$ cat config.mk
export PLATFORM = sky130hd
export DESIGN_NAME = ret_addr_stack
export DESIGN_NICKNAME = d
export VERILOG_FILES = /design/src/rtl/ret_addr_stack.sv
export SDC_FILE = /design/constraint.sdc
export NUM_CORES = 1
export LEC_CHECK = 0
export CORE_ASPECT_RATIO = 1.75
export CORE_MARGIN = 2
export CORE_UTILIZATION = 56
export CTS_BUF_LIST = sky130_fd_sc_hd__clkbuf_16
export DETAILED_ROUTE_END_ITERATION = 16
export MAX_ROUTING_LAYER = met4
export PLACE_DENSITY = 0.77
export SKIP_LAST_GASP = 1
export SLEW_MARGIN = 10
export SYNTH_ARGS = -nofsm -noshare
export SYNTH_HDL_FRONTEND = slang
export SYNTH_SLANG_ARGS = --single-unit
$ cat constraint.sdc
create_clock -name RS_CLK -period 2.9 [get_ports RS_CLK]
set_clock_uncertainty 0.2 [all_clocks]
set_input_delay 0.58 -clock RS_CLK [delete_from_list [all_inputs] [get_ports RS_CLK]]
set_output_delay 0.58 -clock RS_CLK [all_outputs]
set_load 0.1 [all_outputs]
$ cat src/rtl/ret_addr_stack.sv
// Return-address stack and PC-source selector feeding the RAT CPU program counter.
// Chooses the PC load value each cycle and keeps a LIFO of return addresses.
module ret_addr_stack #(
    parameter int unsigned DEPTH    = 8,
    parameter logic [9:0]  INTR_VEC = 10'h3FF
) (
    input  logic                         RS_CLK,
    input  logic                         RS_RST_N,
    input  logic [9:0]                   RS_PC,
    input  logic [9:0]                   RS_IMM,
    input  logic                         RS_BRANCH,
    input  logic                         RS_CALL,
    input  logic                         RS_RET,
    input  logic                         RS_INTR,
    input  logic                         RS_ERR_CLR,
    output logic [9:0]                   RS_DIN,
    output logic                         RS_LD,
    output logic                         RS_EMPTY,
    output logic                         RS_FULL,
    output logic [$clog2(DEPTH+1)-1:0]   RS_CNT,
    output logic                         RS_OVF,
    output logic                         RS_UNF
);

    localparam int unsigned CW = $clog2(DEPTH + 1);
    localparam int unsigned AW = (DEPTH > 1) ? $clog2(DEPTH) : 1;

    logic [9:0]    entry [DEPTH];
    logic [CW-1:0] cnt;
    logic          ovf;
    logic          unf;
    logic          push;
    logic          pop;
    logic [9:0]    push_val;
    logic          empty;
    logic          full;
    logic [AW-1:0] top_idx;
    logic [AW-1:0] wr_idx;

    assign empty   = (cnt == '0);
    assign full    = (cnt == CW'(DEPTH));
    assign top_idx = AW'(cnt - 1'b1);
    assign wr_idx  = AW'(cnt);

    // Requests are masked during reset so nothing reaches the PC or the stack.
    always_comb begin
        push     = 1'b0;
        pop      = 1'b0;
        push_val = '0;
        RS_DIN   = '0;
        RS_LD    = 1'b0;
        if (RS_RST_N) begin
            if (RS_INTR) begin
                push     = 1'b1;
                push_val = RS_PC;
                RS_DIN   = INTR_VEC;
                RS_LD    = 1'b1;
            end else if (RS_RET) begin
                pop    = 1'b1;
                RS_DIN = empty ? '0 : entry[top_idx];
                RS_LD  = 1'b1;
            end else if (RS_CALL) begin
                push     = 1'b1;
                push_val = RS_PC + 10'd1;
                RS_DIN   = RS_IMM;
                RS_LD    = 1'b1;
            end else if (RS_BRANCH) begin
                RS_DIN = RS_IMM;
                RS_LD  = 1'b1;
            end
        end
    end

    always_ff @(posedge RS_CLK or negedge RS_RST_N) begin
        if (!RS_RST_N) begin
            cnt <= '0;
            ovf <= 1'b0;
            unf <= 1'b0;
        end else begin
            if (push && !full) begin
                cnt <= cnt + 1'b1;
            end else if (pop && !empty) begin
                cnt <= cnt - 1'b1;
            end
            // A new error in the same cycle as a clear keeps the flag set.
            ovf <= (ovf && !RS_ERR_CLR) || (push && full);
            unf <= (unf && !RS_ERR_CLR) || (pop && empty);
        end
    end

    // Entry storage is intentionally not reset.
    always_ff @(posedge RS_CLK) begin
        if (push && !full) begin
            entry[wr_idx] <= push_val;
        end
    end

    assign RS_EMPTY = empty;
    assign RS_FULL  = full;
    assign RS_CNT   = cnt;
    assign RS_OVF   = ovf;
    assign RS_UNF   = unf;

endmodule

; Word-level counts from Yosys, hierarchy flattened
; Memory sizes are Yosys's and may differ from the RTL's.
; Index checks and enable logic that the tools add are counted.
[word_totals]
mem_bits_rw = 80
word_cells = 47
reg_bits = 6
output_inout_bits = 19
n_memories = 1
inputBits = 27
[memory_table]
columns = name, words, width, read_ports, rd_clocked_by_memory_dff, wr, line_no
row1 = entry, 8, 10, 1, 0, 1, 28  ; logic [9:0] entry [DEPTH];
[classes]
n_eq_ne = 1
muxes = 26
reduce_logical = 13
addsub = 3
[op_table]
columns = op, count
row1 = $mux W10, 10
row2 = $mux W1, 14
row3 = $add A10 B1 Y10 const B, 1
row4 = $mux W4, 2
row5 = $logic_and A1 B1 Y1, 6
row6 = $add A4 B1 Y4 const B, 1
row7 = $eq A4 B4 Y1 const B, 1
row8 = $logic_not A4 Y1, 1
row9 = $sub A4 B1 Y4 const B, 1
row10 = $logic_not A1 Y1, 3
row11 = $logic_or A1 B1 Y1, 2
row12 = $reduce_bool A2 Y1, 1

; Depth between registers and ports, before layout
[logic_depth]
ltp_word = 7
depth_mapped = 8
ltp_nobuf = 6

; Least setup slack after synthesis
; OpenSTA, ideal clock, no wires.
[synth_timing]
path_type = flip-flop to output port
from = register cnt[0] (netlist: RS_CNT[0])
to = output RS_DIN[0]
path_stages_with_launch = 9
setup_slack_ns = -1.995
arrival_ns = 4.115
n_path_buf = 2
path_cell_list = dfrtp_1 > buf_6 > buf_6 > inv_1 > ha_1 > nand2_1 > nor2_4 > o211ai_2 > o221ai_1
[synth_between]
elab_chain_len = 6
word_cells_on_any_way = 7
cone_classes = add/sub: 1 / mux: 4 / reduce/logical: 1 / memory: 1
[synth_lines]
columns = element, line_no
row1 = start: declaration, 29  ; logic [CW-1:0] cnt;
row2 = start signal: assignment, 81  ; cnt <= cnt + 1'b1;
row3 = start signal: assignment, 83  ; cnt <= cnt - 1'b1;
row4 = $sub A4 B1 Y4, --
row5 = $mem_v2 Z8 W10, --
row6 = $mux W10 *, 60  ; RS_DIN = empty ? '0 : entry[top_idx];
row7 = $mux W10 *, 58  ; end else if (RS_RET) begin
row8 = $mux W10 *, 53  ; if (RS_INTR) begin
row9 = $mux W10 *, 52  ; if (RS_RST_N) begin
row10 = end: declaration, 16  ; output logic [9:0] RS_DIN,
; Mark *: on every way between the ends. The rest lies on a longest branch, timed or not.

; Worst setup path in the final report
[layout_timing]
from = register cnt[0] (netlist: RS_CNT[0])
to = output RS_DIN[6]
; Same word-level chain as after synthesis.

==> impl_metrics.toml <==
[global_routing]
grt_pass1_vias = 2664
globalRoute.busiestLayer = "met2"
globalRoute.totalOverflow = 0
met1_usage = 0.331
antenna_found_initial = 0
use_met2 = 0.487
grtUsageMet3 = 0.0489
grt.total_usage = 0.289
grt_max_degree = 17
grt_pass1_wl_mm = 14.7

[cts]
cts-hold-fix-buffers = 0
clk-insertion-delay-late_ns = 0.34
cts.sinks = 86
cts_root_buf = "clkbuf_16"
cts.clk_slew.worst_paths_ns = 0.06
cts_made_buffers = 9
cts_max_level = 3
cts_buffer_depth = 2
cts_tree = "yes"

[sta]
hold_violations = 0
tightest_slew_ns = 0.574
final_max_slew_viol_count = 0
setup-tns-final_ns = 0
rsz0062_at_grt = "yes"
max_freq_mhz = 347
post-route-min-period_ns = 2.88
min_period_over_period = 0.994
slew_headroom = 0.617
setup_violations = 0

[cells_and_area]
diodes = 0
area_delta_synth_final_pct = 35.9
fin_area_um2 = 5330
fill_cells = 393
layout-drive-gt1-share = 0.329
final_core_util = 0.783
nets = 359

[logic_synthesis]
ys_seq_area_frac = 0.651
synth_compound_area_frac = 0.0756
syn_nets = 282
synthXorXnorAreaFrac = 0.0220
syn-instance-count = 252
synth.avg_cell_area_um2 = 15.6
ys_async_sr_fraction = 0.0698
synth_edf_count = 80
synth_fa_ha_area_frac = 0.00957
synth-simple-area-share = 0.0839
yosysUniqueCellTypes = 42
synthFlopType = "edfxtp_1"
syn_area_um2 = 3920
synth_top_family_by_area = "multiplexers"
synth.area.mux_share = 0.119
ys_ff_latch = 86
yosys_warnings = 0

[route]
dr.pass1.iters = 4
drt_iter0_drc = 165
wl_per_cell_um = 23.0
drcViolationCount = 0
drt-total-wl_mm = 9.60
post_drt_via_cell_ratio = 6.10
num_vias = 2550
ant_nets = 0

[placement]
dpl.hpwl_mm = 6.40
port_buffers = 45
place_area_um2 = 4940
place_congestion = 0.836

[setup_path]
path_cells = "inv_6 > ha_4 > buf_12 > mux4_2 > nand4_1 > o221ai_4 > buf_12"
cp_max_fo = 8
r2r_start = "RS_CNT[0]$_DFFE_PN0P_"
crit_family = "flip-flops"
reg2reg_to = "entry[1][1]$_DFFE_PP_"
startpoint_type = "register"
rr_worst_depth = 6
rrSetupSlack_ns = 0.99
setup.worst_path.end = "RS_DIN[6]"
crit_top_cell = "buf_12"
crit_required_ns = 2.12
cp.depth = 7
cp_slowest_cell = "dfrtp_4"
setup.worst_path.end_class = "output pin"
arrival_ns = 2.10
cp.buffers_inverters = 3
cp-startpoint = "RS_CNT[0]$_DFFE_PN0P_"
slowest_delay_ns = 0.51
path_class = "register to output pin"

[hold_path]
min_path_cells = 1
hp-class = "register to register"

[status]
status = "finished, final reports clean"

[floorplan]
die_y_um = 115
ios = 46
fp.coreArea_um2 = 6810
fp.dieW_um = 67.3
dieArea_um2 = 7720
start_util = 0.576
rows = 40

[power]
ir_worst_vdd_v = 0.000647
p_total_mw = 5.32
p_leak_nw = 1.87
powerDensity_nw_per_um2 = 998

[job]
timing.max_cap.violations = 0
==> cell families (layout without fill, tap and decap cells) <==
family	count (synthesis)	count (layout)
AOI/OAI and AO/OA	43	43
muxes	20	20
buffers and inverters	31	113
and+or+nand+nor	60	60
adders and majority gates	3	3
DFF	86	86
xor gates and xnor gates	9	9
==> routing by layer <==
| layer | vias to the layer above | share of wire |
|---|---|---|
| met5 | - | 0 |
| met4 | 0 | 0.029 |
| met3 | 22 | 0.052 |
| met2 | 96 | 0.55 |
| met1 | 1270 | 0.37 |
| li1 | 1162 | - |
==> layout by cell type (no fill, tap or decap), types with 2 or more instances in the layout <==
cell / instances
a21oi_1: 16
a22o_1: 2
a32oi_1: 2
and3b_1: 2
buf_12: 16
buf_4: 34
buf_6: 2
buf_8: 2
clkbuf_16: 9
clkdlybuf4s50_1: 26
clkinvlp_4: 4
dfrtp_1: 4
edfxtp_1: 80
ha_1: 2
inv_1: 14
inv_6: 2
mux4_1: 4
mux4_2: 16
nand2_1: 10
nand3b_1: 3
nand4_1: 12
nor2_1: 13
nor2_4: 2
nor2b_1: 2
nor3_1: 4
o21ai_0: 3
o21ai_1: 2
o221ai_4: 10
or3_1: 3
xnor2_1: 4
xor2_1: 4
==> worst reg2reg max path, delay by kind of cell, from the launching register on <==
kind / cells / cell delay [ns]
flops: 1 / 0.46
buf+inv: 2 / 0.30
simple gates: 2 / 0.27
compound gates: 1 / 0.19
fa+ha+maj: 1 / 0.18
==> worst min-delay path by stage <==
stage	start	to	slack (ns)
3_5_place_dp	RS_OVF$_DFF_PN0_	RS_OVF$_DFF_PN0_	0.30
5_1_grt	RS_OVF$_DFF_PN0_	RS_OVF$_DFF_PN0_	0.34
3_3_place_gp	RS_UNF$_DFF_PN0_	RS_UNF$_DFF_PN0_	0.29
2_1_floorplan	RS_RST_N	RS_CNT[1]$_DFFE_PN0P_	0.08
6_report	RS_UNF$_DFF_PN0_	RS_UNF$_DFF_PN0_	0.32
4_1_cts	RS_OVF$_DFF_PN0_	RS_OVF$_DFF_PN0_	0.31
==> cells in the mapped netlist, types with 3 or more instances <==
cell type,number,share of area
xor2_1,4,0.0089
mux4_2,16,0.092
edfxtp_1,80,0.61
inv_1,17,0.016
mux4_1,4,0.027
o221ai_1,10,0.022
clkbuf_1,4,0.0038
or3_1,3,0.0048
ha_1,3,0.0096
nand3b_1,3,0.0057
dfrtp_1,6,0.038
a21oi_1,17,0.022
xnor2_1,4,0.0089
nor2_1,15,0.014
nand4_1,12,0.019
o21ai_0,3,0.0038
nand2_1,11,0.011
nor3_1,4,0.0051
buf_2,7,0.0089
==> where the power goes <==
group	switching (mW)	internal, mW	leakage (nW)
clock	0.467	0.579	0.125
combinational	1.60	1.12	0.933
sequential	0.0591	1.50	0.812
total	2.13	3.20	1.87
==> through the flow <==
step | hold WS (ns) | cells | worst slack [ns]
after CTS | 0.311 | 416 | 0.0144
after global placement | 0.294 | 396 | -0.277
after global routing | 0.342 | 418 | -0.0333
after floorplan | 0.0844 | 252 | -0.767
after detailed placement | 0.297 | 396 | -0.352
final | 0.321 | 418 | 0.0160
==> area by class of cell <==
| type | instances | area (µm²) | share of cell area |
|---|---|---|---|
| repair buffers | 80 | 888 | 0.167 |
| clock inverters | 7 | 48.8 | 0.00915 |
| flip-flops and latches | 86 | 2560 | 0.480 |
| clock buffers | 9 | 225 | 0.0422 |
| well taps | 84 | 105 | 0.0197 |
| inverters | 17 | 72.6 | 0.0136 |
| multi-input cells | 135 | 1440 | 0.269 |
==> registers in the layout (all words and copies together) (netlist names) <==
| register | flops |
|---|---|
| entry | 80 |
| RS_UNF | 1 |
| RS_CNT | 4 |
| RS_OVF | 1 |
==> repair_timing <==
action | CTS | global route
setup buffers | 4 | 2
endpoints found under the setup margin | 10 | 10
hold endpoints to repair | 0 | 0
pin swaps | 2 | 0
resized for setup | 3 | 6
Note: power is estimated with default switching activity, not from simulation.
